## config.mk

```make
export PLATFORM = sky130hd
export DESIGN_NAME = div_seq_param
export DESIGN_NICKNAME = d
export VERILOG_FILES = /design/src/rtl/div_pkg.sv /design/src/rtl/div_step.sv /design/src/rtl/div_seq_param.sv
export SDC_FILE = /design/constraint.sdc
export NUM_CORES = 1
export LEC_CHECK = 0
export CORE_MARGIN = 10
export CORE_UTILIZATION = 45
export DETAILED_ROUTE_END_ITERATION = 10
export GPL_TIMING_DRIVEN = 0
export PLACE_DENSITY = 0.73
export SLEW_MARGIN = 20
export SYNTH_ARGS = -nofsm -noshare
export SYNTH_HDL_FRONTEND = slang
export SYNTH_SLANG_ARGS = --single-unit
export TNS_END_PERCENT = 20
```

## constraint.sdc

```tcl
create_clock -name clk -period 3.05 [get_ports clk]
set_clock_uncertainty 0.1 [all_clocks]
set_input_delay 0.305 -clock clk [delete_from_list [all_inputs] [get_ports clk]]
set_output_delay 0.305 -clock clk [all_outputs]
set_load 0.03 [all_outputs]
```

## src/rtl/div_pkg.sv

```systemverilog
// Shared types and constants for the sequential divider family.
// Holds the controller state encoding, the core-algorithm selectors and
// the divide-by-zero quotient helper used by the top level.
package div_pkg;

  // Controller states, in the order an operation visits them.
  typedef enum logic [2:0] {
    IDLE = 3'd0,
    PREP = 3'd1,
    ITER = 3'd2,
    FIX  = 3'd3,
    DONE = 3'd4
  } div_state_e;

  // Core algorithm selectors for the ALGO parameter.
  localparam int ALGO_RESTORING    = 0;
  localparam int ALGO_NONRESTORING = 1;

  // Widest operand the helper below can describe.
  localparam int DIV_MAX_W = 64;

  // Quotient reported for a zero divisor: 2^w-1 unsigned, -1 signed.
  // Both are all ones in the low w bits; callers truncate to their width.
  function automatic logic [DIV_MAX_W-1:0] dbz_quot(input logic smode, input int w);
    logic [DIV_MAX_W-1:0] ones;
    if (w >= DIV_MAX_W) begin
      ones = '1;
    end else begin
      ones = (DIV_MAX_W'(1) << w) - DIV_MAX_W'(1);
    end
    return smode ? '1 : ones;
  endfunction

endpackage

```

## src/rtl/div_step.sv

```systemverilog
// One quotient-bit iteration of the divider core, purely combinational.
// Shifts the next dividend bit into the partial remainder, trial-subtracts
// (or adds back, non-restoring) the divisor and shifts the quotient bit in.
module div_step
  import div_pkg::*;
#(
  parameter int WIDTH = 8,
  parameter int ALGO  = ALGO_RESTORING
) (
  input  logic [WIDTH:0]   pr_i,   // partial remainder, two's complement
  input  logic [WIDTH-1:0] dvd_i,  // dividend bits still to consume, MSB first
  input  logic [WIDTH-1:0] dvs_i,  // divisor magnitude
  output logic [WIDTH:0]   pr_o,
  output logic [WIDTH-1:0] dvd_o,  // dividend shifted left, quotient bit in LSB
  output logic             q_o
);

  // One extra bit above the partial remainder so the shifted value and the
  // trial result never overflow before the sign is inspected.
  logic [WIDTH+1:0] shifted;
  logic [WIDTH+1:0] dvs_ext;
  logic [WIDTH+1:0] trial;

  assign shifted = {pr_i, dvd_i[WIDTH-1]};
  assign dvs_ext = {2'b00, dvs_i};

  generate
    if (ALGO == ALGO_NONRESTORING) begin : g_nonrest
      // A negative remainder is repaired by adding on the next step instead
      // of being restored now; the final correction happens in FIX.
      assign trial = pr_i[WIDTH] ? (shifted + dvs_ext) : (shifted - dvs_ext);
      assign pr_o  = trial[WIDTH:0];
    end else begin : g_rest
      // Keep the shifted remainder whenever the trial subtraction borrows.
      assign trial = shifted - dvs_ext;
      assign pr_o  = trial[WIDTH+1] ? shifted[WIDTH:0] : trial[WIDTH:0];
    end
  endgenerate

  assign q_o   = ~trial[WIDTH+1];
  assign dvd_o = {dvd_i[WIDTH-2:0], q_o};

endmodule

```

## src/rtl/div_seq_param.sv

```systemverilog
// Parametrised sequential signed/unsigned integer divider, one bit per cycle.
// Latency: valid WIDTH+2 edges after the start edge, 1 edge for a zero divisor.
// start is only honoured in IDLE; requests while busy are dropped.
module div_seq_param
  import div_pkg::*;
#(
  parameter int WIDTH = 8,
  parameter int ALGO  = ALGO_RESTORING
) (
  input  logic             clk,
  input  logic             rst,
  input  logic             start,
  input  logic             signed_mode,
  input  logic [WIDTH-1:0] X,
  input  logic [WIDTH-1:0] Y,
  output logic             valid,
  output logic             busy,
  output logic             dbz,
  output logic [WIDTH-1:0] quot,
  output logic [WIDTH-1:0] rem
);

  localparam int CW = $clog2(WIDTH + 1);
  localparam logic [CW-1:0] LAST_ITER = CW'(WIDTH - 1);

  div_state_e       state_q;
  logic [WIDTH-1:0] x_q, y_q;
  logic             smode_q;
  logic             qneg_q, rneg_q;
  logic [WIDTH:0]   pr_q;
  logic [WIDTH-1:0] dvd_q;
  logic [WIDTH-1:0] dvs_q;
  logic [CW-1:0]    cnt_q;
  logic             valid_q, busy_q, dbz_q;
  logic [WIDTH-1:0] quot_q, rem_q;

  logic             x_neg, y_neg;
  logic [WIDTH-1:0] xmag_d, ymag_d;
  logic [WIDTH:0]   pr_d;
  logic [WIDTH-1:0] dvd_d;
  logic             qbit_d;
  logic [WIDTH-1:0] rem_mag;
  logic [WIDTH-1:0] quot_d, rem_d;

  // Operand signs and magnitudes from the latched operands. Negating the
  // most negative value yields 2^(WIDTH-1), which is exact as an unsigned
  // magnitude, so the overflow case needs no special handling.
  always_comb begin
    x_neg  = smode_q & x_q[WIDTH-1];
    y_neg  = smode_q & y_q[WIDTH-1];
    xmag_d = x_neg ? (~x_q + 1'b1) : x_q;
    ymag_d = y_neg ? (~y_q + 1'b1) : y_q;
  end

  div_step #(
    .WIDTH (WIDTH),
    .ALGO  (ALGO)
  ) u_step (
    .pr_i  (pr_q),
    .dvd_i (dvd_q),
    .dvs_i (dvs_q),
    .pr_o  (pr_d),
    .dvd_o (dvd_d),
    .q_o   (qbit_d)
  );

  // Final remainder correction and sign application for the FIX state. The
  // true remainder lies in [0, divisor), so WIDTH-bit modular arithmetic on
  // the corrected value is exact.
  always_comb begin
    rem_mag = pr_q[WIDTH-1:0];
    if ((ALGO == ALGO_NONRESTORING) && pr_q[WIDTH]) begin
      rem_mag = pr_q[WIDTH-1:0] + dvs_q;
    end
    quot_d = qneg_q ? (~dvd_q + 1'b1) : dvd_q;
    rem_d  = rneg_q ? (~rem_mag + 1'b1) : rem_mag;
  end

  // Controller with all outputs registered; reset aborts any operation.
  always_ff @(posedge clk or negedge rst) begin
    if (!rst) begin
      state_q <= IDLE;
      x_q     <= '0;
      y_q     <= '0;
      smode_q <= 1'b0;
      qneg_q  <= 1'b0;
      rneg_q  <= 1'b0;
      pr_q    <= '0;
      dvd_q   <= '0;
      dvs_q   <= '0;
      cnt_q   <= '0;
      valid_q <= 1'b0;
      busy_q  <= 1'b0;
      dbz_q   <= 1'b0;
      quot_q  <= '0;
      rem_q   <= '0;
    end else begin
      valid_q <= 1'b0;
      case (state_q)
        IDLE: begin
          if (start) begin
            x_q     <= X;
            y_q     <= Y;
            smode_q <= signed_mode;
            busy_q  <= 1'b1;
            state_q <= PREP;
          end
        end
        PREP: begin
          qneg_q <= x_neg ^ y_neg;
          rneg_q <= x_neg;
          if (y_q == '0) begin
            // Zero divisor: report immediately, remainder is the raw dividend.
            quot_q  <= WIDTH'(dbz_quot(smode_q, WIDTH));
            rem_q   <= x_q;
            dbz_q   <= 1'b1;
            valid_q <= 1'b1;
            state_q <= DONE;
          end else begin
            pr_q    <= '0;
            dvd_q   <= xmag_d;
            dvs_q   <= ymag_d;
            cnt_q   <= '0;
            state_q <= ITER;
          end
        end
        ITER: begin
          pr_q  <= pr_d;
          dvd_q <= dvd_d;
          cnt_q <= cnt_q + 1'b1;
          if (cnt_q == LAST_ITER) begin
            state_q <= FIX;
          end
        end
        FIX: begin
          quot_q  <= quot_d;
          rem_q   <= rem_d;
          dbz_q   <= 1'b0;
          valid_q <= 1'b1;
          state_q <= DONE;
        end
        DONE: begin
          busy_q  <= 1'b0;
          state_q <= IDLE;
        end
        default: begin
          busy_q  <= 1'b0;
          state_q <= IDLE;
        end
      endcase
    end
  end

  // qbit_d is already folded into dvd_d; keep it observable for debug taps.
  logic unused_qbit;
  assign unused_qbit = qbit_d;

  assign valid = valid_q;
  assign busy  = busy_q;
  assign dbz   = dbz_q;
  assign quot  = quot_q;
  assign rem   = rem_q;

endmodule
```

==> summary.txt <==
# placed instances: 549
Finish-stage setup viols: 0
DR iter-0 viols: 192
Synth top area share: 46.17%
Post-CTS Resized: 0
Drc violations: 0
Hold crit path type: in -> async
Pleak: 1.974 nW
Final Slew Violations: 0
Peak fanout along the critical path: 10
CP required: 3.18 ns
Reg2Reg Depth: 8
GP Congestion: 0.8772
CP Data Arrival Time: 2.73 ns
GRT overflow: 0
Count of state elements after synthesis: 70
Core area: 8217 sq um
Total CTS buffers: 9
Die height: 111.8 um
Top cells by area, synth: dfrtp_1, nand2_1, o21ai_0
Mapped Avg Cell Area: 9.367 sq um
Power Density: 1202 nW/um^2
Final core utilization: 55.34%
Met1 Wirelength: 4309 um
I/O pin count: 39
Setup ws final: 0.4488 ns
Commonest non-fill, non-tap cells in the layout: dfrtp_1, nand2_1, o21ai_0, clkdlybuf4s50_1, nor2_1
Fmax: 384.4 MHz
HPWL after detailed placement: 7053 um
Post-detailed-route wirelength per cell: 16.17 um
Via count: 3149
Mapped cell area: 3794 sq um
Detailed Route WL: 9155 um
Min cycle time layout: 2.601 ns
CTS root buf: clkbuf_8
Status: completed
Syn nets: 439
Top layer in use: met4
Total Negative Setup Slacks: 0 ns
Clk buf depth: 2
Synth area leader: dfrtp_1
Crit Path Category: reg -> reg
Cell count after synthesis: 405
Global-route wire length before repair: 15550 um
Num Clock Sinks: 70
Hold violation count in the final report: 0
Initial Util: 46.17%
Metal3 WL: 517 um
Fin crit share: 85.28%
Metal2 WL: 4194 um
Worst-path clk slew: 0.07 ns
PortBufs: 38
Hold-fix buffers at CTS: 1
Initial DRT Pass Iterations: 4
Dpl ws: 0.4749 ns
R2R setup slack: 0.45 ns
Final ANT Viol Nets: 0
Clk_lat worst skew: 0.35 ns
Gr usage total: 14.79%
CTS H-Tree Depth: 3
Largest net degree at the start of global routing: 41
Via/cell ratio: 5.564
CTS tree: done
Peak supply drop: 0.5704 mV
Yosys cell types: 50
YS warnings: 0
Vias in the first global route: 3154
Number of synthesized flops with an enable pin: 0
Nets: 490
# Post-CTS Setup Buffers: 0
P&R area growth vs syn: 19.85%
Die width: 111.8 um
CP startpoint kind: flop
Max_slew headroom: 57.84%
FP Rows: 33
Filler cells: 749
Most common cell after layout, fill and taps aside: dfrtp_1
Max-cap violations: 0
CP Capture Type: flop
Share of cells above drive strength 1: 8.677%
Seq/Total Area, Yosys: 46.17%
Ys async rst share: 100.0%
Worst Tran Pin Value: 0.6310 ns
Ys flop type: dfrtp_1
N_diodes: 0
RSZ-0062 raised after global routing: no
Die area: 12500 sq um
Initial antenna violation count: 0
Tot Pwr: 0.005464 W
Fin cells: 566
[power by group]
group          total [W]  leakage [nW]  internal [W]  switching (W)
sequential       0.00179         0.867       0.00135       0.000436
combinational    0.00286          1.00       0.00124        0.00162
clock           0.000819         0.106      0.000459       0.000360
total            0.00546          1.97       0.00304        0.00242
[cell families (layout without fill, tap and decap cells)]
kind of cell,count (synthesis),after routing,share of synthesized area (%)
xor+xnor,25,25,5.772
buf+inv,40,96,4.254
fa+ha+maj,14,14,4.815
simple gates,143,143,18.01
compound gates,98,98,16.62
flops,70,70,46.17
mux,15,15,4.354
[final timing paths]
kind / to / from
worst max-delay path: pr_q[7]$_DFFE_PN0P_ / pr_q[2]$_DFFE_PN0P_
max in group asynchronous: pr_q[2]$_DFFE_PN0P_ / rst
worst min-delay path: x_q[3]$_DFFE_PN0P_ / rst
worst max register to register: pr_q[7]$_DFFE_PN0P_ / pr_q[2]$_DFFE_PN0P_
worst min register to register: dvs_q[1]$_DFFE_PN0P_ / dvs_q[1]$_DFFE_PN0P_
min in group clk: dvs_q[1]$_DFFE_PN0P_ / dvs_q[1]$_DFFE_PN0P_
[layout make-up]
type                            instances  area, sq um  share of cell area (%)
Clock inverter                          6        86.33                   1.899
Sequential cell                        70         1752                   38.53
Buffer                                 18        78.83                   1.734
Multi-Input combinational cell        295         1881                   41.36
Inverter                               22        82.58                   1.816
Timing Repair Buffer                   40        407.9                   8.971
Tap cell                              105        131.4                   2.889
Clock buffer                           10        127.6                   2.807
[sequential cells by signal (all words and copies together) (netlist names)]
name	flops
cnt_q	4
qneg_q	1
dbz	1
y_q	8
state_q	3
quot	8
pr_q	9
smode_q	1
rem	8
x_q	8
dvs_q	8
dvd_q	8
busy	1
valid	1
rneg_q	1
[cells in the mapped netlist, types with 4 or more instances]
| cell | n |
|---|---|
| or3_1 | 5 |
| nor3_1 | 13 |
| nand2_1 | 57 |
| and2_1 | 4 |
| a211oi_1 | 4 |
| a221o_1 | 5 |
| inv_1 | 22 |
| dfrtp_1 | 70 |
| xnor2_1 | 13 |
| a21oi_1 | 12 |
| nand3_1 | 15 |
| o21ai_0 | 37 |
| o31ai_1 | 8 |
| mux2_2 | 12 |
| xor2_1 | 12 |
| ha_1 | 13 |
| clkbuf_1 | 14 |
| a31oi_1 | 9 |
| nor2_1 | 24 |
| nand2b_1 | 5 |
| o211ai_1 | 4 |
[metrics by stage]
stage / hold WS [ns] / area (sq um)
finish: 0.3094 / 4547
global route: 0.3434 / 4547
CTS: 0.3195 / 4547
detailed placement: 0.1662 / 4323
global placement: 0.3629 / 4305
floorplan: -0.09059 / 3794
[per-layer routing]
| metal | global-route usage, % | vias to the layer above |
|---|---|---|
| li1 | - | 1540 |
| met1 | 19.72 | 1507 |
| met2 | 22.73 | 89 |
| met3 | 3.543 | 13 |
| met4 | 5.313 | 0 |
| met5 | 0 | - |
[worst max-delay path: stages (launching register included)]
cell,delay (ns)
dfrtp_1,0.47
ha_1,0.40
and2_1,0.19
o21ai_2,0.16
a31oi_1,0.12
o21ai_1,0.33
clkbuf_1,0.36
and2_1,0.24
o211ai_1,0.11
(Power assumes the default switching activity.)
